==> config.mk <==
export PLATFORM = sky130hd
export DESIGN_NAME = io_bank_arbiter
export DESIGN_NICKNAME = d
export VERILOG_FILES = /design/src/rtl/io_bank_arbiter.sv
export SDC_FILE = /design/constraint.sdc
export NUM_CORES = 1
export LEC_CHECK = 0
export BUFFER_PORTS_ARGS = -buffer_cell sky130_fd_sc_hd__buf_2
export CORE_MARGIN = 5
export CORE_UTILIZATION = 50
export DETAILED_ROUTE_END_ITERATION = 16
export PLACE_DENSITY = 0.8
export SETUP_SLACK_MARGIN = 0.05
export SLEW_MARGIN = 15
export SYNTH_ARGS = -nofsm -noshare
export SYNTH_HDL_FRONTEND = slang
export SYNTH_SLANG_ARGS = --single-unit
==> constraint.sdc <==
create_clock -name clk -period 3.85 [get_ports clk]
set_clock_uncertainty 0.05 [all_clocks]
set_input_delay 0.1925 -clock clk [delete_from_list [all_inputs] [get_ports clk]]
set_output_delay 0.1925 -clock clk [all_outputs]
set_load 0.005 [all_outputs]
==> src/rtl/io_bank_arbiter.sv <==
// Round-robin arbiter that time-shares one bank of bidirectional user IOs among NUM_REQ
// requesters, with tri-stated turnaround between owners and a bounded hold per grant.
module io_bank_arbiter #(
  parameter int NUM_REQ     = 4,
  parameter int WIDTH       = 8,
  parameter int TURN_CYCLES = 1,
  parameter int MAX_HOLD    = 15
) (
  input  logic                     clk,
  input  logic                     rst,
  input  logic [NUM_REQ-1:0]       req,
  input  logic [NUM_REQ-1:0]       wr,
  input  logic [NUM_REQ*WIDTH-1:0] wdata,
  output logic [NUM_REQ-1:0]       grant,
  output logic [NUM_REQ-1:0]       done,
  output logic [WIDTH-1:0]         rdata,
  output logic                     busy,
  input  logic [WIDTH-1:0]         io_in,
  output logic [WIDTH-1:0]         io_out,
  output logic [WIDTH-1:0]         io_oeb
);

  localparam int IW = (NUM_REQ > 1) ? $clog2(NUM_REQ) : 1;

  typedef enum logic [1:0] {
    ST_IDLE,
    ST_TURN,
    ST_OWN
  } state_t;

  state_t             r_state;
  logic [IW-1:0]      r_owner;
  logic [IW-1:0]      r_ptr;
  logic [3:0]         r_tcnt;
  logic [7:0]         r_hold;
  logic [NUM_REQ-1:0] r_grant;
  logic [NUM_REQ-1:0] r_done;
  logic [WIDTH-1:0]   r_rdata;
  logic [WIDTH-1:0]   r_io_out;
  logic [WIDTH-1:0]   r_io_oeb;

  logic               w_found;
  logic [IW-1:0]      w_winner;
  logic [IW:0]        w_sum;
  logic [IW-1:0]      w_idx;
  logic               w_owner_req;
  logic               w_owner_wr;
  logic [WIDTH-1:0]   w_owner_wdata;
  logic               w_hold_last;
  logic [IW-1:0]      w_ptr_next;
  logic [WIDTH-1:0]   w_wdata_arr [NUM_REQ];

  for (genvar g = 0; g < NUM_REQ; g++) begin : g_unpack
    assign w_wdata_arr[g] = wdata[g*WIDTH +: WIDTH];
  end

  // First set request at or after the rr pointer, scanning with wrap-around.
  // NOTE: every signal driven here gets a default before the loop so no latch is inferred.
  always_comb begin
    w_found  = 1'b0;
    w_winner = '0;
    w_sum    = '0;
    w_idx    = '0;
    for (int k = 0; k < NUM_REQ; k++) begin
      w_sum = {1'b0, r_ptr} + (IW+1)'(k);
      if (w_sum >= (IW+1)'(NUM_REQ)) w_sum = w_sum - (IW+1)'(NUM_REQ);
      w_idx = w_sum[IW-1:0];
      if (!w_found && req[w_idx]) begin
        w_found  = 1'b1;
        w_winner = w_idx;
      end
    end
  end

  assign w_owner_req   = req[r_owner];
  assign w_owner_wr    = wr[r_owner];
  assign w_owner_wdata = w_wdata_arr[r_owner];
  assign w_hold_last   = (r_hold == 8'(MAX_HOLD - 1));
  assign w_ptr_next    = (r_owner == IW'(NUM_REQ - 1)) ? '0 : r_owner + 1'b1;

  // NOTE: state registers use non-blocking assignments so every branch reads pre-edge values.
  always_ff @(posedge clk or posedge rst) begin
    if (rst) begin
      r_state  <= ST_IDLE;
      r_owner  <= '0;
      r_ptr    <= '0;
      r_tcnt   <= '0;
      r_hold   <= '0;
      r_grant  <= '0;
      r_done   <= '0;
      r_rdata  <= '0;
      r_io_out <= '0;
      r_io_oeb <= '1;
    end else begin
      r_done <= '0;
      case (r_state)
        ST_IDLE: begin
          if (w_found) begin
            r_owner <= w_winner;
            r_grant <= NUM_REQ'(1) << w_winner;
            r_hold  <= '0;
            if (TURN_CYCLES == 0) begin
              r_state <= ST_OWN;
            end else begin
              r_state <= ST_TURN;
              r_tcnt  <= 4'(TURN_CYCLES);
            end
          end
        end
        ST_TURN: begin
          r_io_oeb <= '1;
          r_io_out <= '0;
          if (!w_owner_req) begin
            // Owner gave up before touching the pins; rr pointer stays where it was.
            r_done  <= r_grant;
            r_grant <= '0;
            r_state <= ST_IDLE;
          end else begin
            r_tcnt <= r_tcnt - 4'd1;
            if (r_tcnt == 4'd1) r_state <= ST_OWN;
          end
        end
        ST_OWN: begin
          if (!w_owner_wr) r_rdata <= io_in;
          if (!w_owner_req || w_hold_last) begin
            r_done   <= r_grant;
            r_grant  <= '0;
            r_io_oeb <= '1;
            r_io_out <= '0;
            r_hold   <= '0;
            r_ptr    <= w_ptr_next;
            r_state  <= ST_IDLE;
          end else begin
            r_io_out <= w_owner_wdata;
            r_io_oeb <= {WIDTH{~w_owner_wr}};
            r_hold   <= r_hold + 8'd1;
          end
        end
        default: r_state <= ST_IDLE;
      endcase
    end
  end

  assign grant  = r_grant;
  assign done   = r_done;
  assign rdata  = r_rdata;
  assign busy   = (r_state != ST_IDLE);
  assign io_out = r_io_out;
  assign io_oeb = r_io_oeb;

endmodule

==> qor.txt, run 1 <==
post-synthesis cell area = 0.002436 sq mm
Setup violations, final = 0
I/O pins = 83
clk buf depth = 2
slew margin rel. = 0.3268
Startpoint Class = register
layout net count = 360
Non-Filler Instances = 370
Hold Crit Start = io_in[4]
kind of critical path = register to register
Leak = 1.425 nW
status = complete, no violations
DP Worst Slack = 1401 ps
Initial Util = 0.5158
CTS H-Tree Depth = 2
RSZ-0062 raised after global routing = no
Max Fclk = 0.4082 GHz
initial antenna violation count = 0
Worst-path clk slew = 90 ps
Pwr Density = 666.7 mW/mm^2
WP data arrival = 2600 ps
Critical Path RT = 4000 ps
FP Rows = 25
multi-input logic area = 0.001197 sq mm
CTS root buffer = clkbuf_8
# DRC = 0
most used cells in the layout excluding fill and tap cells = 82 x buf_2, 42 x dfrtp_1, 21 x nand2_1
hold_buf cts = 1
Final Hold Fails = 0
TritonCTS Buffers = 5
area leader, netlist = dfrtp_1
PortBufs = 82
Netlist cell types = 42
Critical Path End Type = register
ANT nets after route = 0
Die Span Y = 79.80 um
setup_tns = 0 ps
FILL cells = 392
first-pass GRT wire length = 9584 um
sequential share of the synthesized area = 0.4422
ys flop type = dfrtp_1
vias in the first global route = 2,120
Synth area leaders = dfrtp_1 43%, mux4_2 9.2%, mux2_2 4.6%
final WL = 5586 um
Syn. warnings = 0
drt pass-1 iters = 4
Total GRT Usage = 0.1889
DP HPWL = 4231 um
R2R Path Start = r_owner[0]$_DFFE_PP0P_
worst-skew pair later-pin latency = 300 ps
Tightest Pin Transition = 996.7 ps
DR WL/cell = 15.10 um
DIE AREA = 0.006368 sq mm
Power, Total = 1.965 mW
ratio of final minimum period to clock period = 0.6363
maxcap violations = 0
Final WS setup = 1400 ps
commonest non-fill, non-tap cell in the layout = buf_2
worst setup path startpoint = r_owner[0]$_DFFE_PP0P_
Core Region = 0.004723 sq mm
minimum clock period after layout = 2450 ps
post-cts gate resize count = 0
hold_ws = 66.72 ps
Min-Delay Path Class = input port to register
Crit Path Max Fanout = 13
Cells after Synth = 227
DR iter-0 viols = 114
CTS Sinks = 43
routed vias/inst = 5.603
synthesized area per cell = 10.73 sq um
# Post-CTS Setup Buffers = 0
chip width = 79.80 um
largest net degree at the start of global routing = 44
TritonCTS clock tree = yes
layout cell share with drive strength beyond 1 = 0.3762
Sequential Area = 0.001077 sq mm
Post-synth ARST share = 1.000
grt ovf = 0
area added between synthesis and finish = 20.96%
IR drop worst, VDD = 0.3235 mV
flops & latches, synth = 43
GPL Wtd Cong = 0.8404
post-synth top area share = 0.4314
via count = 2,073
# diodes = 0
Post-synth EDFFs = 0
syn_nets = 285
Cells after DPL = 361
Final Max Slew Viols = 0
-- kinds of logic after synthesis --
kind of cell,after synthesis,synth area share
multiplexers,22,0.1469
flip-flops,43,0.4422
AND/OR/NAND/NOR,51,0.09810
buffers and inverters,33,0.06625
XOR/XNOR,2,0.007192
adder cells (fa/ha/maj),8,0.04109
AO/OA/AOI/OAI,68,0.1983
-- metal layers --
layer	share of wire	global-route usage	up-vias
met5	0	0	-
li1	-	-	986
met3	0.074	0.04515	9
met1	0.42	0.2267	989
met2	0.49	0.3306	89
met4	0.018	0.06419	0
-- Yosys cell counts, drive strengths merged (2+ instances only) --
cell / number
a2111oi: 2
nand2b: 5
inv: 16
o22ai: 4
a21oi: 13
o22a: 2
clkbuf: 6
o211ai: 7
mux2: 10
nand2: 21
o2bb2ai: 8
a21o: 3
a31oi: 5
mux2i: 2
nor2: 11
dfrtp: 42
buf: 11
a41o: 3
or3: 2
nor3b: 2
o41ai: 3
ha: 8
xnor2: 2
mux4: 10
o31ai: 3
nand3: 3
nor3: 2
o21a: 2
o21ai: 9
nor4: 2
-- through the flow --
step | area (sq um) | util
final | 2947 | 0.6238
after detailed placement | 2844 | 0.6021
after global placement | 2844 | 0.6021
after CTS | 2947 | 0.6238
after global routing | 2947 | 0.6238
after floorplan | 2436 | -
-- worst max-delay path, cell delays in order, from the launching register on --
cell	delay [ps]
dfrtp_1	810
mux4_2	650
a221o_1	360
o21a_4	160
o41ai_1	320
-- area by class of cell --
type / count / area share
multi-input cells: 151 / 0.4064
flip-flops and latches: 43 / 0.3656
repair buffers: 85 / 0.1478
well taps: 67 / 0.02845
clock buffers: 5 / 0.02335
inverters: 16 / 0.02038
clock inverters: 3 / 0.008068
-- worst paths after layout --
check,slack (ps),cells past startpoint,endpoint
max reg2reg,1400,4,grant[0]$_DFFE_PP0P_
min reg2reg,440,1,io_out[7]$_DFFE_PP0P_
max in group asynchronous,2860,4,io_oeb[6]$_DFFE_PP1P_
min,70,2,rdata[4]$_DFFE_PP0P_
min in group asynchronous,520,4,grant[2]$_DFFE_PP0P_
max,1400,4,grant[0]$_DFFE_PP0P_
-- sequential cells by signal (all words and copies together) (netlist names) --
name,count
r_state,2
grant,4
rdata,8
io_oeb,1
r_tcnt,4
r_ptr,2
done,4
io_out,8
r_hold,8
r_owner,2
-- where the power goes --
group | internal, mW | switching [mW] | leakage [nW]
Sequential | 0.574 | 0.129 | 0.565
Combinational | 0.437 | 0.523 | 0.818
Clock | 0.130 | 0.172 | 0.0408
Total | 1.14 | 0.824 | 1.42
(Power assumes the default switching activity.)
==> run 2, diff against run 1 <==
--- a/config.mk
+++ b/config.mk
@@ -7,9 +7,9 @@
 export LEC_CHECK = 0
 export BUFFER_PORTS_ARGS = -buffer_cell sky130_fd_sc_hd__buf_2
 export CORE_MARGIN = 5
-export CORE_UTILIZATION = 50
+export CORE_UTILIZATION = 45
 export DETAILED_ROUTE_END_ITERATION = 16
-export PLACE_DENSITY = 0.8
+export PLACE_DENSITY = 0.76
 export SETUP_SLACK_MARGIN = 0.05
 export SLEW_MARGIN = 15
 export SYNTH_ARGS = -nofsm -noshare
==> constraint.sdc (replaced) <==
create_clock -name clk -period 2.01 [get_ports clk]
set_clock_uncertainty 0.05 [all_clocks]
set_input_delay 0.1005 -clock clk [delete_from_list [all_inputs] [get_ports clk]]
set_output_delay 0.1005 -clock clk [all_outputs]
set_load 0.005 [all_outputs]
==> run 2 against run 1 <==
Cell count grew 7.0%; die area grew 9.7%; core utilization is essentially flat; sequential share of layout area shrank 3.1 points; register-to-register slack lost 1300 ps; sequential power grew 79%; critical path depth grew 1; non-clock buffer count grew 23; final area grew 9.4%; first-iteration DRC count grew 73%; global-route usage shrank 0.58 points; maximum frequency grew 29%; largest power group unchanged; highest routed layer unchanged.
==> qor.txt, run 2 (synthesis gave the netlist of run 1 again) <==
status = complete, no violations
Worst-path clk slew = 80 ps
Hold Crit Start = req[1]
ratio of final minimum period to clock period = 0.9476
TritonCTS Buffers = 5
TritonCTS clock tree = yes
Critical Path RT = 2120 ps
Max Fclk = 0.5250 GHz
RSZ-0062 raised after global routing = yes
most used cells in the layout excluding fill and tap cells = 82 x buf_2, 42 x dfrtp_1, 21 x nand2_1
GPL Wtd Cong = 0.8489
Register-to-Register Path Depth = 5
clk buf depth = 2
Sequential Area = 0.001077 sq mm
Crit Path Max Fanout = 6
largest net degree at the start of global routing = 44
multi-input logic area = 0.001235 sq mm
maxcap violations = 0
I/O pins = 83
Final Max Slew Viols = 0
slew margin rel. = 0.5644
R2R Path Start = r_owner[0]$_DFFE_PP0P_
via count = 2,175
RR Endpoint = grant[0]$_DFFE_PP0P_
chip width = 83.58 um
worst-skew pair later-pin latency = 300 ps
IR drop worst, VDD = 0.6762 mV
Final Hold Fails = 0
DR WL/cell = 15.72 um
DIE AREA = 0.006985 sq mm
ANT nets after route = 0
# diodes = 0
Leak = 1.561 nW
routed vias/inst = 5.492
kind of critical path = register to register
grt ovf = 0
Core Region = 0.005172 sq mm
Tightest Pin Transition = 645.0 ps
hold_ws = 150.5 ps
Pwr Density = 1345 mW/mm^2
FILL cells = 420
WP data arrival = 2010 ps
layout cell share with drive strength beyond 1 = 0.4172
hold endpoint = r_owner[0]$_DFFE_PP0P_
area added between synthesis and finish = 32.36%
# DRC = 0
setup_tns = 0 ps
layout net count = 383
Setup violations, final = 0
initial antenna violation count = 0
Worst Hold Depth = 3
DP HPWL = 4649 um
R2R Setup Slk = 110 ps
vias in the first global route = 2,284
Startpoint Class = register
Critical Path End Type = register
first-pass GRT wire length = 10,640 um
CTS root buffer = clkbuf_8
DR iter-0 viols = 197
commonest non-fill, non-tap cell in the layout = buf_2
drt pass-1 iters = 4
Initial Util = 0.4710
minimum clock period after layout = 1905 ps
Min-Delay Path Class = input port to register
final WL = 6226 um
CTS Sinks = 43
PortBufs = 82
Die Span Y = 83.58 um
Total GRT Usage = 0.1830
FP Rows = 26
CTS H-Tree Depth = 2
## run 2: cell types whose count changed in the layout (fill, tap and decap cells not counted), sizes merged
cell	previous run	this run
clkinvlp	2	0
dlygate4sd3	1	9
clkinv	0	1
inv	17	15
bufinv	0	2
clkbuf	5	6
buf	84	99
## run 2: per-stage QoR
step / worst slack [ps] / utilization / area [sq um] / std cells / power, mW
floorplan: 114.6 / - / 2436 / 227 / 2.703
global placement: 82.13 / 0.5680 / 2938 / 376 / 3.334
detailed placement: -18.03 / 0.5680 / 2938 / 376 / 3.404
CTS: 75.47 / 0.6166 / 3189 / 396 / 4.294
global route: -5.563 / 0.6234 / 3224 / 396 / 4.667
finish: 105.4 / 0.6234 / 3224 / 396 / 4.336
## run 2: per-layer routing
layer,global-route usage,vias to the layer above,share of wire
met4,0.06871,0,0.020
li1,-,1032,-
met5,0,-,0
met2,0.3124,70,0.52
met3,0.03949,11,0.054
met1,0.2262,1062,0.40
## run 2: report_power, final
part / total (mW) / internal (mW) / switching [mW]
Clock: 0.786 / 0.497 / 0.290
Combinational: 2.29 / 1.08 / 1.21
Sequential: 1.26 / 1.10 / 0.161
Total: 4.34 / 2.68 / 1.66
## run 2: worst max path at each step
| stage | slack [ps] | cells past startpoint | start | end |
|---|---|---|---|---|
| global placement | 80 | 4 | r_owner[0]$_DFFE_PP0P_ | grant[2]$_DFFE_PP0P_ |
| global route | -6 | 7 | r_state[0]$_DFFE_PP0P_ | grant[0]$_DFFE_PP0P_ |
| detailed placement | -20 | 4 | r_owner[0]$_DFFE_PP0P_ | grant[2]$_DFFE_PP0P_ |
| floorplan | 110 | 4 | r_owner[0]$_DFFE_PP0P_ | grant[0]$_DFFE_PP0P_ |
| finish | 110 | 5 | r_owner[0]$_DFFE_PP0P_ | grant[0]$_DFFE_PP0P_ |
| CTS | 80 | 4 | r_hold[5]$_DFFE_PP0P_ | grant[0]$_DFFE_PP0P_ |
## run 2: what timing repair did
action,CTS,global route
endpoints found under the hold margin,50,0
endpoints found under the setup margin,5,18
buffers inserted,3,0
hold buffers,9,0
pin swaps,1,3
gates resized for setup,3,8
## run 2: layout make-up
class / count / share of cell area
inverter: 16 / 0.01863
multi-input combinational: 151 / 0.3830
timing repair buffer: 108 / 0.1960
clock buffer: 6 / 0.02251
clock inverter: 2 / 0.01863
sequential: 43 / 0.3341
tap: 70 / 0.02716
## run 2: critical path: stages, from the launching register on
cell      delay [ps]
dfrtp_1          390
mux4_2           570
a221o_1          320
buf_4            160
o211ai_1         140
o41ai_2          130
